`src/rtl/switch_debounce_pkg.sv`:
```
// Shared constants and per-bit state type for the switch debouncer.
package switch_pkg;

  localparam int CLK_HZ                  = 48_000_000;
  localparam int DEBOUNCE_MS             = 10;
  localparam int DEBOUNCE_CYCLES_DEFAULT = (CLK_HZ / 1000) * DEBOUNCE_MS;

  typedef enum logic {
    IDLE = 1'b0,
    QUAL = 1'b1
  } db_state_t;

endpackage

```
`src/rtl/switch_debounce_if.sv`:
```
// Switch-side bundle: raw pins in, debounced value and change strobe out.
interface switch_debounce_if #(
  parameter int WIDTH = 4
);

  logic [WIDTH-1:0] s_raw;
  logic [WIDTH-1:0] s_db;
  logic             s_chg;
  logic [WIDTH-1:0] s_chg_mask;

  modport master (
    output s_raw,
    input  s_db,
    input  s_chg,
    input  s_chg_mask
  );

  modport slave (
    input  s_raw,
    output s_db,
    output s_chg,
    output s_chg_mask
  );

endinterface

```
`src/rtl/switch_debounce_bit.sv`:
```
// One switch bit: 2-flop synchronizer, stable-time counter and IDLE/QUAL FSM.
// Defining DEBOUNCE_BYPASS_EN replaces the counter/FSM with a plain register.
module debounce_bit
  import switch_pkg::*;
#(
  parameter int DEBOUNCE_CYCLES = DEBOUNCE_CYCLES_DEFAULT
) (
  input  logic clk,
  input  logic reset,
  input  logic i_raw,
  output logic o_db,
  output logic o_load
);

  logic [1:0] r_sync;
  logic       w_sync;
  logic       r_db;

  always_ff @(posedge clk) begin
    if (reset) r_sync <= 2'b00;
    else       r_sync <= {r_sync[0], i_raw};
  end

  assign w_sync = r_sync[1];
  assign o_db   = r_db;

`ifdef DEBOUNCE_BYPASS_EN

  always_ff @(posedge clk) begin
    if (reset) r_db <= 1'b0;
    else       r_db <= w_sync;
  end

  assign o_load = (w_sync != r_db);

`else

  localparam int CW = $clog2(DEBOUNCE_CYCLES);
  localparam logic [CW-1:0] LAST = CW'(DEBOUNCE_CYCLES - 1);

  db_state_t     r_state, w_state_next;
  logic [CW-1:0] r_cnt, w_cnt_next;
  logic          w_db_next;
  logic          w_load;

  always_ff @(posedge clk) begin
    if (reset) begin
      r_state <= IDLE;
      r_cnt   <= '0;
      r_db    <= 1'b0;
    end else begin
      r_state <= w_state_next;
      r_cnt   <= w_cnt_next;
      r_db    <= w_db_next;
    end
  end

  // The counter counts mismatching cycles including the one that leaves IDLE,
  // so the update lands exactly DEBOUNCE_CYCLES edges after s_sync changes.
  always_comb begin
    w_state_next = r_state;
    w_cnt_next   = r_cnt;
    w_db_next    = r_db;
    w_load       = 1'b0;
    case (r_state)
      IDLE: begin
        w_cnt_next = '0;
        if (w_sync != r_db) begin
          w_state_next = QUAL;
          w_cnt_next   = CW'(1);
        end
      end
      QUAL: begin
        if (w_sync == r_db) begin
          w_state_next = IDLE;
          w_cnt_next   = '0;
        end else if (r_cnt == LAST) begin
          w_state_next = IDLE;
          w_cnt_next   = '0;
          w_db_next    = w_sync;
          w_load       = 1'b1;
        end else begin
          w_cnt_next = r_cnt + CW'(1);
        end
      end
      default: begin
        w_state_next = IDLE;
        w_cnt_next   = '0;
      end
    endcase
  end

  assign o_load = w_load;

`endif

endmodule

```
`src/rtl/switch_debounce.sv`:
```
// Switch debouncer top: per-bit conditioners plus the registered change strobe.
module switch_debounce
  import switch_pkg::*;
#(
  parameter int WIDTH           = 4,
  parameter int DEBOUNCE_CYCLES = DEBOUNCE_CYCLES_DEFAULT
) (
  input  logic              clk,
  input  logic              reset,
  switch_debounce_if.slave  sw
);

  logic [WIDTH-1:0] w_db;
  logic [WIDTH-1:0] w_load;
  logic             r_chg;
  logic [WIDTH-1:0] r_chg_mask;

  genvar gi;
  generate
    for (gi = 0; gi < WIDTH; gi++) begin : g_bit
      debounce_bit #(
        .DEBOUNCE_CYCLES (DEBOUNCE_CYCLES)
      ) u_bit (
        .clk    (clk),
        .reset  (reset),
        .i_raw  (sw.s_raw[gi]),
        .o_db   (w_db[gi]),
        .o_load (w_load[gi])
      );
    end
  endgenerate

  // Load strobes are registered on the same edge that updates s_db.
  always_ff @(posedge clk) begin
    if (reset) begin
      r_chg      <= 1'b0;
      r_chg_mask <= '0;
    end else begin
      r_chg      <= |w_load;
      r_chg_mask <= w_load;
    end
  end

  assign sw.s_db       = w_db;
  assign sw.s_chg      = r_chg;
  assign sw.s_chg_mask = r_chg_mask;

endmodule

```
`src/flat_wrapper.sv`:
```
// flat-port wrapper written by rule: the top's interface ports become plain ports
module switch_debounce_flat import switch_pkg::*;
#(
  parameter int WIDTH           = 4,
  parameter int DEBOUNCE_CYCLES = DEBOUNCE_CYCLES_DEFAULT
)
  (clk, reset, sw_s_raw, sw_s_db, sw_s_chg, sw_s_chg_mask);
  switch_debounce_if #(.WIDTH(WIDTH)) sw_i ();
  input  logic clk;
  input  logic reset;
  input wire logic [$bits(sw_i.s_raw)-1:0] sw_s_raw;
  output wire logic [$bits(sw_i.s_db)-1:0] sw_s_db;
  output wire logic [$bits(sw_i.s_chg)-1:0] sw_s_chg;
  output wire logic [$bits(sw_i.s_chg_mask)-1:0] sw_s_chg_mask;
  assign sw_i.s_raw = sw_s_raw;
  assign sw_s_db = sw_i.s_db;
  assign sw_s_chg = sw_i.s_chg;
  assign sw_s_chg_mask = sw_i.s_chg_mask;
  switch_debounce #(.WIDTH(WIDTH), .DEBOUNCE_CYCLES(DEBOUNCE_CYCLES)) u_core (.clk(clk), .reset(reset), .sw(sw_i));
endmodule
```
`config.mk`:
```
export PLATFORM = sky130hd
export DESIGN_NAME = switch_debounce_flat
export DESIGN_NICKNAME = d
export VERILOG_FILES = /design/src/rtl/switch_debounce_pkg.sv /design/src/rtl/switch_debounce_if.sv /design/src/rtl/switch_debounce_bit.sv /design/src/rtl/switch_debounce.sv /design/src/flat_wrapper.sv
export SDC_FILE = /design/constraint.sdc
export NUM_CORES = 1
export LEC_CHECK = 0
export ABC_AREA = 1
export ABC_CLOCK_PERIOD_IN_PS = 4400
export BUFFER_PORTS_ARGS = -buffer_cell sky130_fd_sc_hd__buf_4
export CORE_MARGIN = 1.5
export CORE_UTILIZATION = 30
export CTS_CLUSTER_SIZE = 25
export DETAILED_ROUTE_END_ITERATION = 10
export SYNTH_ARGS = -nofsm -noshare
export SYNTH_HDL_FRONTEND = slang
export SYNTH_HIERARCHICAL = 1
export SYNTH_SLANG_ARGS = --single-unit
```
`constraint.sdc`:
```
create_clock -name clk -period 4.4 [get_ports clk]
set_clock_uncertainty 0.1 [all_clocks]
set_input_delay 0.44 -clock clk [delete_from_list [all_inputs] [get_ports clk]]
set_output_delay 0.44 -clock clk [all_outputs]
set_load 0.02 [all_outputs]
```
==> Flow_metrics.wiki, run 1 <==
{| class="wikitable"
! Metric !! Value
|-
| Flops & latches, synth || 97
|-
| Num rows || 46
|-
| TritonCTS clock tree || built
|-
| RePlAce Congestion || 0.8089
|-
| Number of optimization iterations in the first detailed-route pass || 4
|-
| Clock tree root driver cell || sky130_fd_sc_hd__clkbuf_16
|-
| Share of post-route cells with drive strength above 1 || 0.08800
|-
| Area of the core || 0.01583 mm2
|-
| PwrDens || 321.1 mW/mm2
|-
| 1st-iter DRT viols || 159
|-
| Crit-path cells || ha_1, nand3_2, nor3_4, nand3_2, nand2_4, inv_1, nand2_1, inv_1
|-
| Period Utilization, post-route || 0.4006
|-
| Layout fillers || 1,700
|-
| Maximum capacitance violations || 0
|-
| Residual antenna-violating net count after detailed routing || 0
|-
| Outcome || complete, no violations
|-
| Global route total overflow || 0
|-
| Peak supply drop || 0.2320 mV
|-
| Setup crit start kind || flip-flop
|-
| Power, Total || 0.001769 W
|-
| Mapped Area || 0.004852 mm2
|-
| Total wire length || 9502 um
|-
| Area grow syn2layout || 13.56%
|-
| Via count || 4,101
|-
| Share of total power in combinational logic || 0.010
|-
| Non-filler cells in the finished layout || 966
|-
| Dpl hpwl || 6914 um
|-
| Slew Limit Fails || 0
|-
| Worst setup slack for register-to-register paths || 2640 ps
|-
| Fmax || 567.4 MHz
|-
| Routed len/inst || 9.836 um
|-
| Accumulated negative setup slack || 0 ps
|-
| Average footprint of a synthesized cell || 6.702 um2
|-
| Total die area || 0.01695 mm2
|-
| Power share of the clock group || 0.489
|-
| Hold Slack || 191.8 ps
|-
| Largest net degree at the start of global routing || 26
|-
| Remaining routing DRC violations || 0
|-
| Tightest Pin Transition || 267.1 ps
|-
| Final net count || 755
|-
| Syn. warnings || 6
|-
| Setup repair after global routing missed its margin || false
|-
| Clock buffer depth || 2
|-
| Crit-path max cell delay || 390 ps
|-
| NetSw || 0.0003749 W
|-
| Leakage Power || 1.965 nW
|-
| Placed Cells incl. Taps || 950
|-
| Total clock buffers created by CTS || 9
|-
| Distinct cells, synth || 21
|-
| Initial antenna violation count || 0
|-
| Part of the power in registers || 0.501
|-
| Post-cts sizing count || 0
|-
| Data required, critical path || 4550 ps
|-
| PortBufs || 14
|-
| Buffer count from post-CTS setup fixing || 0
|-
| Switching fraction of total power || 0.2119
|-
| Post-synthesis net count || 734
|-
| Total of hold buffers inserted after clock tree synthesis || 0
|-
| Critical setup path kind || flip-flop to flip-flop
|-
| Via count of the first global-routing pass || 3,904
|-
| Slowest CP cell || sky130_fd_sc_hd__dfxtp_1
|-
| Number of H-tree levels || 3
|-
| Diode insertion count for antenna repair || 0
|-
| Cell Int Power || 0.001394 W
|-
| Top-level port count || 15
|-
| CP Capture Type || flip-flop
|-
| Cells after Synth || 724
|-
| Number of sinks on the clock net || 97
|-
| Arrival time of the worst setup path || 1910 ps
|-
| Setup slack after layout || 2638 ps
|-
| Source-to-sink clock delay at the later pin of the worst-skew pair || 350 ps
|-
| Final Hold Fails || 0
|-
| Die width || 130.2 um
|-
| Overall Global Routing Usage || 0.1245
|-
| Rel. slew slack || 0.8219
|-
| Highest net fanout along the worst path || 19
|-
| Worst-case setup slack after placement || 2643 ps
|-
| First-pass GRT wire length || 17,080 um
|-
| Initial core utilization || 0.3066
|-
| Sequential element share of the synthesized area || 0.4002
|-
| Class of the worst hold path || input pin to flip-flop
|-
| Via density || 4.245
|-
| Final critical delay including setup and external delays || 1763 ps
|-
| Number of setup violations in the final report || 0
|-
| Clk pin slew, worst setup/hold paths || 70 ps
|-
| Vert. Die Dim || 130.2 um
|}
power groups by stage:
stage	Sequential [W]	Clock, W	Combinational, W
global route	0.000886	0.000931	0.0000213
finish	0.000886	0.000865	0.0000180
floorplan	0.000906	0	0.00000996
detailed placement	0.000907	0	0.0000182
global placement	0.000906	0	0.0000182
CTS	0.000886	0.000898	0.0000182
state kept, by name, summed over array words and instances, names as in the netlist:
signal,flops
u_core/g_bit.u_bit/o_db,4
u_core/g_bit.u_bit/r_sync,8
u_core/sw.s_chg_mask,4
u_core/g_bit.u_bit/r_state,4
u_core/g_bit.u_bit/r_cnt,76
u_core/sw.s_chg,1
per-layer routing:
layer  global-route usage  wire length, um
met3              0.03608              305
met5                    0                0
met2               0.2025             4186
met1               0.1607             4903
met4              0.03464              106
path summary, 6_finish.rpt:
path	cells past startpoint	from	endpoint
worst max-delay path	8	u_core/g_bit[0].u_bit/r_cnt[0]$_SDFF_PP0_	u_core/g_bit[0].u_bit/r_cnt[16]$_SDFF_PP0_
worst min-delay path	3	sw_s_raw[3]	u_core/g_bit[3].u_bit/r_sync[0]$_SDFF_PP0_
worst max register to register	8	u_core/g_bit[0].u_bit/r_cnt[0]$_SDFF_PP0_	u_core/g_bit[0].u_bit/r_cnt[16]$_SDFF_PP0_
worst min register to register	2	u_core/g_bit[2].u_bit/r_sync[0]$_SDFF_PP0_	u_core/g_bit[2].u_bit/r_sync[1]$_SDFF_PP0_
critical path: cells and delay by family (launching register included):
family	cells	cell delay [ps]
buf+inv	2	120
flops	1	390
simple gates	5	820
fa+ha+maj	1	220
metrics by stage:
stage            util  area (um2)
2_1_floorplan       -        4852
3_3_place_gp   0.3274        5182
3_5_place_dp   0.3274        5182
4_1_cts        0.3481        5510
5_1_grt        0.3481        5510
6_report       0.3481        5510
cells by family (layout without fill, tap and decap cells):
logic type / count (synthesis) / after routing / share of synthesized area
AOI/OAI and AO/OA: 57 / 57 / 0.05879
xor gates and xnor gates: 20 / 20 / 0.03610
adders and majority gates: 4 / 4 / 0.01032
buffers and inverters: 104 / 130 / 0.08664
DFF: 97 / 97 / 0.4002
and+or+nand+nor: 442 / 442 / 0.4079
cells in the mapped netlist, drive strengths merged:
master	n	area (um2)
xnor2	12	105.1
buf	4	45.04
nor2	158	633.1
dfxtp	97	1942
inv	100	375.4
nand2	200	790.8
nor3	4	65.06
or2	12	75.07
nand4	12	75.07
o21ai	20	100.1
nand3b	8	60.06
nand3	48	280.3
a21oi	37	185.2
ha	4	50.05
xor2	8	70.07
final cells by class:
| cell class | instances | area (um2) | share of cell area |
|---|---|---|---|
| clock inverters | 7 | 102.6 | 0.01862 |
| repair buffers | 14 | 105.1 | 0.01907 |
| clock buffers | 9 | 225.2 | 0.04087 |
| inverters | 100 | 375.4 | 0.06812 |
| multi-input cells | 523 | 2490 | 0.4519 |
| flip-flops and latches | 97 | 1942 | 0.3524 |
| well taps | 216 | 270.3 | 0.04905 |
cell usage in the layout, fill, tap and decap left out, drive strengths merged:
cell      synthesis  final
clkinv            0      2
xnor2            12     12
dfxtp            97     97
nand4            12     12
inv             100    102
clkinvlp          0      1
or2              12     12
nand3            48     48
clkbuf            0      9
ha                4      4
buf               4     14
xor2              8      8
nand2           200    200
bufinv            0      2
a21oi            37     37
nor2            158    158
o21ai            20     20
nor3              4      4
nand3b            8      8
No activity file was read; power rests on OpenSTA's default activity.
==> run 2: changes to the inputs <==
--- a/config.mk
+++ b/config.mk
@@ -6,7 +6,7 @@
 export NUM_CORES = 1
 export LEC_CHECK = 0
 export ABC_AREA = 1
-export ABC_CLOCK_PERIOD_IN_PS = 4400
+export ABC_CLOCK_PERIOD_IN_PS = 1550
 export BUFFER_PORTS_ARGS = -buffer_cell sky130_fd_sc_hd__buf_4
 export CORE_MARGIN = 1.5
 export CORE_UTILIZATION = 30
==> constraint.sdc (replaced) <==
create_clock -name clk -period 1.55 [get_ports clk]
set_clock_uncertainty 0.1 [all_clocks]
set_input_delay 0.155 -clock clk [delete_from_list [all_inputs] [get_ports clk]]
set_output_delay 0.155 -clock clk [all_outputs]
set_load 0.02 [all_outputs]
==> run 2 against run 1 <==
Compared with the run above: final area is 11% higher; register-to-register slack worse by 2600 ps; final cell count is 4.8% higher; flip-flop and latch count stayed put; sequential share of layout area is 3.2 points lower; first-iteration DRC count is 35% higher; global-route usage is 0.060 points lower; via count is 6.5% higher; critical path depth is 1 lower; sequential power grew to 2.8 times the previous value; non-clock buffer count is 44 higher; critical path type unchanged.
==> Flow_metrics.wiki, run 2 (synthesis results as in run 1) <==
{| class="wikitable"
! Metric !! Value
|-
| Worst-case setup slack after placement || -13.34 ps (was 2643 ps)
|-
| Setup repair after global routing missed its margin || true (was false)
|-
| Outcome || complete, no violations (unchanged)
|-
| Via count || 4,366 (was 4,101)
|-
| Residual antenna-violating net count after detailed routing || 0 (unchanged)
|-
| RePlAce Congestion || 0.8275 (was 0.8089)
|-
| Area of the core || 0.01583 mm2 (unchanged)
|-
| Number of sinks on the clock net || 97 (unchanged)
|-
| Largest net degree at the start of global routing || 26 (unchanged)
|-
| Peak supply drop || 0.6072 mV (was 0.2320 mV)
|-
| Number of H-tree levels || 3 (unchanged)
|-
| Final Hold Fails || 0 (unchanged)
|-
| Total die area || 0.01695 mm2 (unchanged)
|-
| Top cell by count, worst path || sky130_fd_sc_hd__nand3_4
|-
| Most common cell after layout, fill and taps aside || sky130_fd_sc_hd__nand2_1 (unchanged)
|-
| Crit-path cells || ha_4, nand3_4, nor3_4, nand3_4, nand2_8, buf_12, a21oi_1 (was ha_1, nand3_2, nor3_4, nand3_2, nand2_4, inv_1, nand2_1, inv_1)
|-
| Flip-flop count of the largest register, all copies and words added || 76 (unchanged)
|-
| Setup slack after layout || 9.631 ps (was 2638 ps)
|-
| Initial core utilization || 0.3066 (unchanged)
|-
| Fmax || 649.2 MHz (was 567.4 MHz)
|-
| Commonest cells after routing, fill and taps aside || 188 x sky130_fd_sc_hd__nand2_1, 134 x sky130_fd_sc_hd__nor2_1, 100 x sky130_fd_sc_hd__inv_1, 87 x sky130_fd_sc_hd__dfxtp_1, 48 x sky130_fd_sc_hd__buf_4 (was 192 x sky130_fd_sc_hd__nand2_1, 150 x sky130_fd_sc_hd__nor2_1, 100 x sky130_fd_sc_hd__inv_1, 97 x sky130_fd_sc_hd__dfxtp_1, 40 x sky130_fd_sc_hd__nand3_1)
|-
| Routed len/inst || 9.944 um (was 9.836 um)
|-
| Top-level port count || 15 (unchanged)
|-
| First-pass GRT wire length || 17,030 um (was 17,080 um)
|-
| PwrDens || 764.3 mW/mm2 (was 321.1 mW/mm2)
|-
| Number of optimization iterations in the first detailed-route pass || 5 (was 4)
|-
| Final critical delay including setup and external delays || 1540 ps (was 1763 ps)
|-
| 1st-iter DRT viols || 214 (was 159)
|-
| CP Capture Type || flip-flop (unchanged)
|-
| Vert. Die Dim || 130.2 um (unchanged)
|-
| Tightest Pin Transition || 299.3 ps (was 267.1 ps)
|-
| Period Utilization, post-route || 0.9938 (was 0.4006)
|-
| Total wire length || 10,060 um (was 9502 um)
|-
| Num rows || 46 (unchanged)
|-
| Layout fillers || 1,647 (was 1,700)
|-
| CP delay by family, top || simple AND/OR/NAND/NOR gates (unchanged)
|-
| Area grow syn2layout || 25.73% (was 13.56%)
|-
| Final Util || 0.3855 (was 0.3481)
|-
| Global route total overflow || 0 (unchanged)
|-
| Setup crit start kind || flip-flop (unchanged)
|-
| Power, Total || 0.004663 W (was 0.001769 W)
|-
| Slew Limit Fails || 0 (unchanged)
|-
| Via density || 4.314 (was 4.245)
|-
| Remaining routing DRC violations || 0 (unchanged)
|-
| Share of post-route cells with drive strength above 1 || 0.1834 (was 0.08800)
|-
| Class of the worst hold path || input pin to flip-flop (unchanged)
|-
| Leakage Power || 2.199 nW (was 1.965 nW)
|-
| TritonCTS clock tree || built (unchanged)
|-
| Dpl hpwl || 7168 um (was 6914 um)
|-
| Total clock buffers created by CTS || 9 (unchanged)
|-
| Arrival time of the worst setup path || 1670 ps (was 1910 ps)
|-
| Critical setup path kind || flip-flop to flip-flop (unchanged)
|-
| Final net count || 801 (was 755)
|-
| PortBufs || 14 (unchanged)
|-
| Diode insertion count for antenna repair || 0 (unchanged)
|-
| Number of buffer and inverter stages on the critical path || 1 (was 2)
|-
| Accumulated negative setup slack || 0 ps (unchanged)
|-
| Source-to-sink clock delay at the later pin of the worst-skew pair || 340 ps (was 350 ps)
|-
| Via count of the first global-routing pass || 3,959 (was 3,904)
|-
| Data required, critical path || 1680 ps (was 4550 ps)
|-
| Highest net fanout along the worst path || 7 (was 19)
|-
| Overall Global Routing Usage || 0.1239 (was 0.1245)
|-
| Registers with the most flip-flops || u_core/g_bit.u_bit/r_cnt: 76 flops, u_core/g_bit.u_bit/r_sync: 8 flops (unchanged)
|-
| Initial antenna violation count || 0 (unchanged)
|-
| Rel. slew slack || 0.8005 (was 0.8219)
|-
| Slowest CP cell || sky130_fd_sc_hd__dfxtp_2 (was sky130_fd_sc_hd__dfxtp_1)
|-
| Clock tree root driver cell || sky130_fd_sc_hd__clkbuf_16 (unchanged)
|-
| Crit-path max cell delay || 360 ps (was 390 ps)
|-
| Maximum capacitance violations || 0 (unchanged)
|-
| Die width || 130.2 um (unchanged)
|-
| Largest Register || u_core/g_bit.u_bit/r_cnt (unchanged)
|-
| Number of setup violations in the final report || 0 (unchanged)
|-
| Clk pin slew, worst setup/hold paths || 70 ps (about the same)
|-
| Clock buffer depth || 2 (unchanged)
|}
[run 2: timing repair]
action	4_1_cts	5_1_grt
hold buffers	4	0
cloned	0	2
gates resized for setup	0	61
setup endpoints to repair	2	80
setup buffers	0	11
endpoints found under the hold margin	4	0
pin swaps	0	11
[run 2: metal layers]
metal,global-route usage,vias to the layer above,routed length [um]
li1,-,2375,-
met1,0.1602,1930,5095
met2,0.2034,52,4546
met3,0.03485,9,331
met4,0.03137,0,90
met5,0,-,0
[run 2: where the power goes]
| group | switching [W] | total (W) | internal, W |
|---|---|---|---|
| clock | 0.000974 | 0.00207 | 0.00110 |
| combinational | 0.0000387 | 0.0000728 | 0.0000341 |
| sequential | 0.00000914 | 0.00251 | 0.00251 |
| total | 0.00102 | 0.00466 | 0.00364 |
[run 2: final cells by class]
class	instances	area (um2)	area share
clock buffer	11	232.7	0.03815
clock inverter	5	41.29	0.006768
inverter	100	375.4	0.06153
multi-input combinational	525	2713	0.4446
sequential	97	1957	0.3208
tap	216	270.3	0.04430
timing repair buffer	58	511.7	0.08388
[run 2: metrics by stage]
stage	std cells	area [um2]	hold slack [ps]
floorplan	724	4852	124.1
global placement	979	5438	257.5
detailed placement	979	5438	261.9
CTS	999	5752	57.61
global route	1012	6101	80.94
finish	1012	6101	73.74
[run 2: final timing paths]
path,start,endpoint,slack [ps],depth (start not counted)
setup / recovery,u_core/g_bit[2].u_bit/r_cnt[0]$_SDFF_PP0_,u_core/g_bit[2].u_bit/r_cnt[9]$_SDFF_PP0_,10,7
hold / removal,reset,u_core/sw.s_chg_mask[3]$_SDFF_PP0_,70,2
setup reg to reg,u_core/g_bit[2].u_bit/r_cnt[0]$_SDFF_PP0_,u_core/g_bit[2].u_bit/r_cnt[9]$_SDFF_PP0_,10,7
hold reg to reg,u_core/g_bit[2].u_bit/r_sync[0]$_SDFF_PP0_,u_core/g_bit[2].u_bit/r_sync[1]$_SDFF_PP0_,300,2
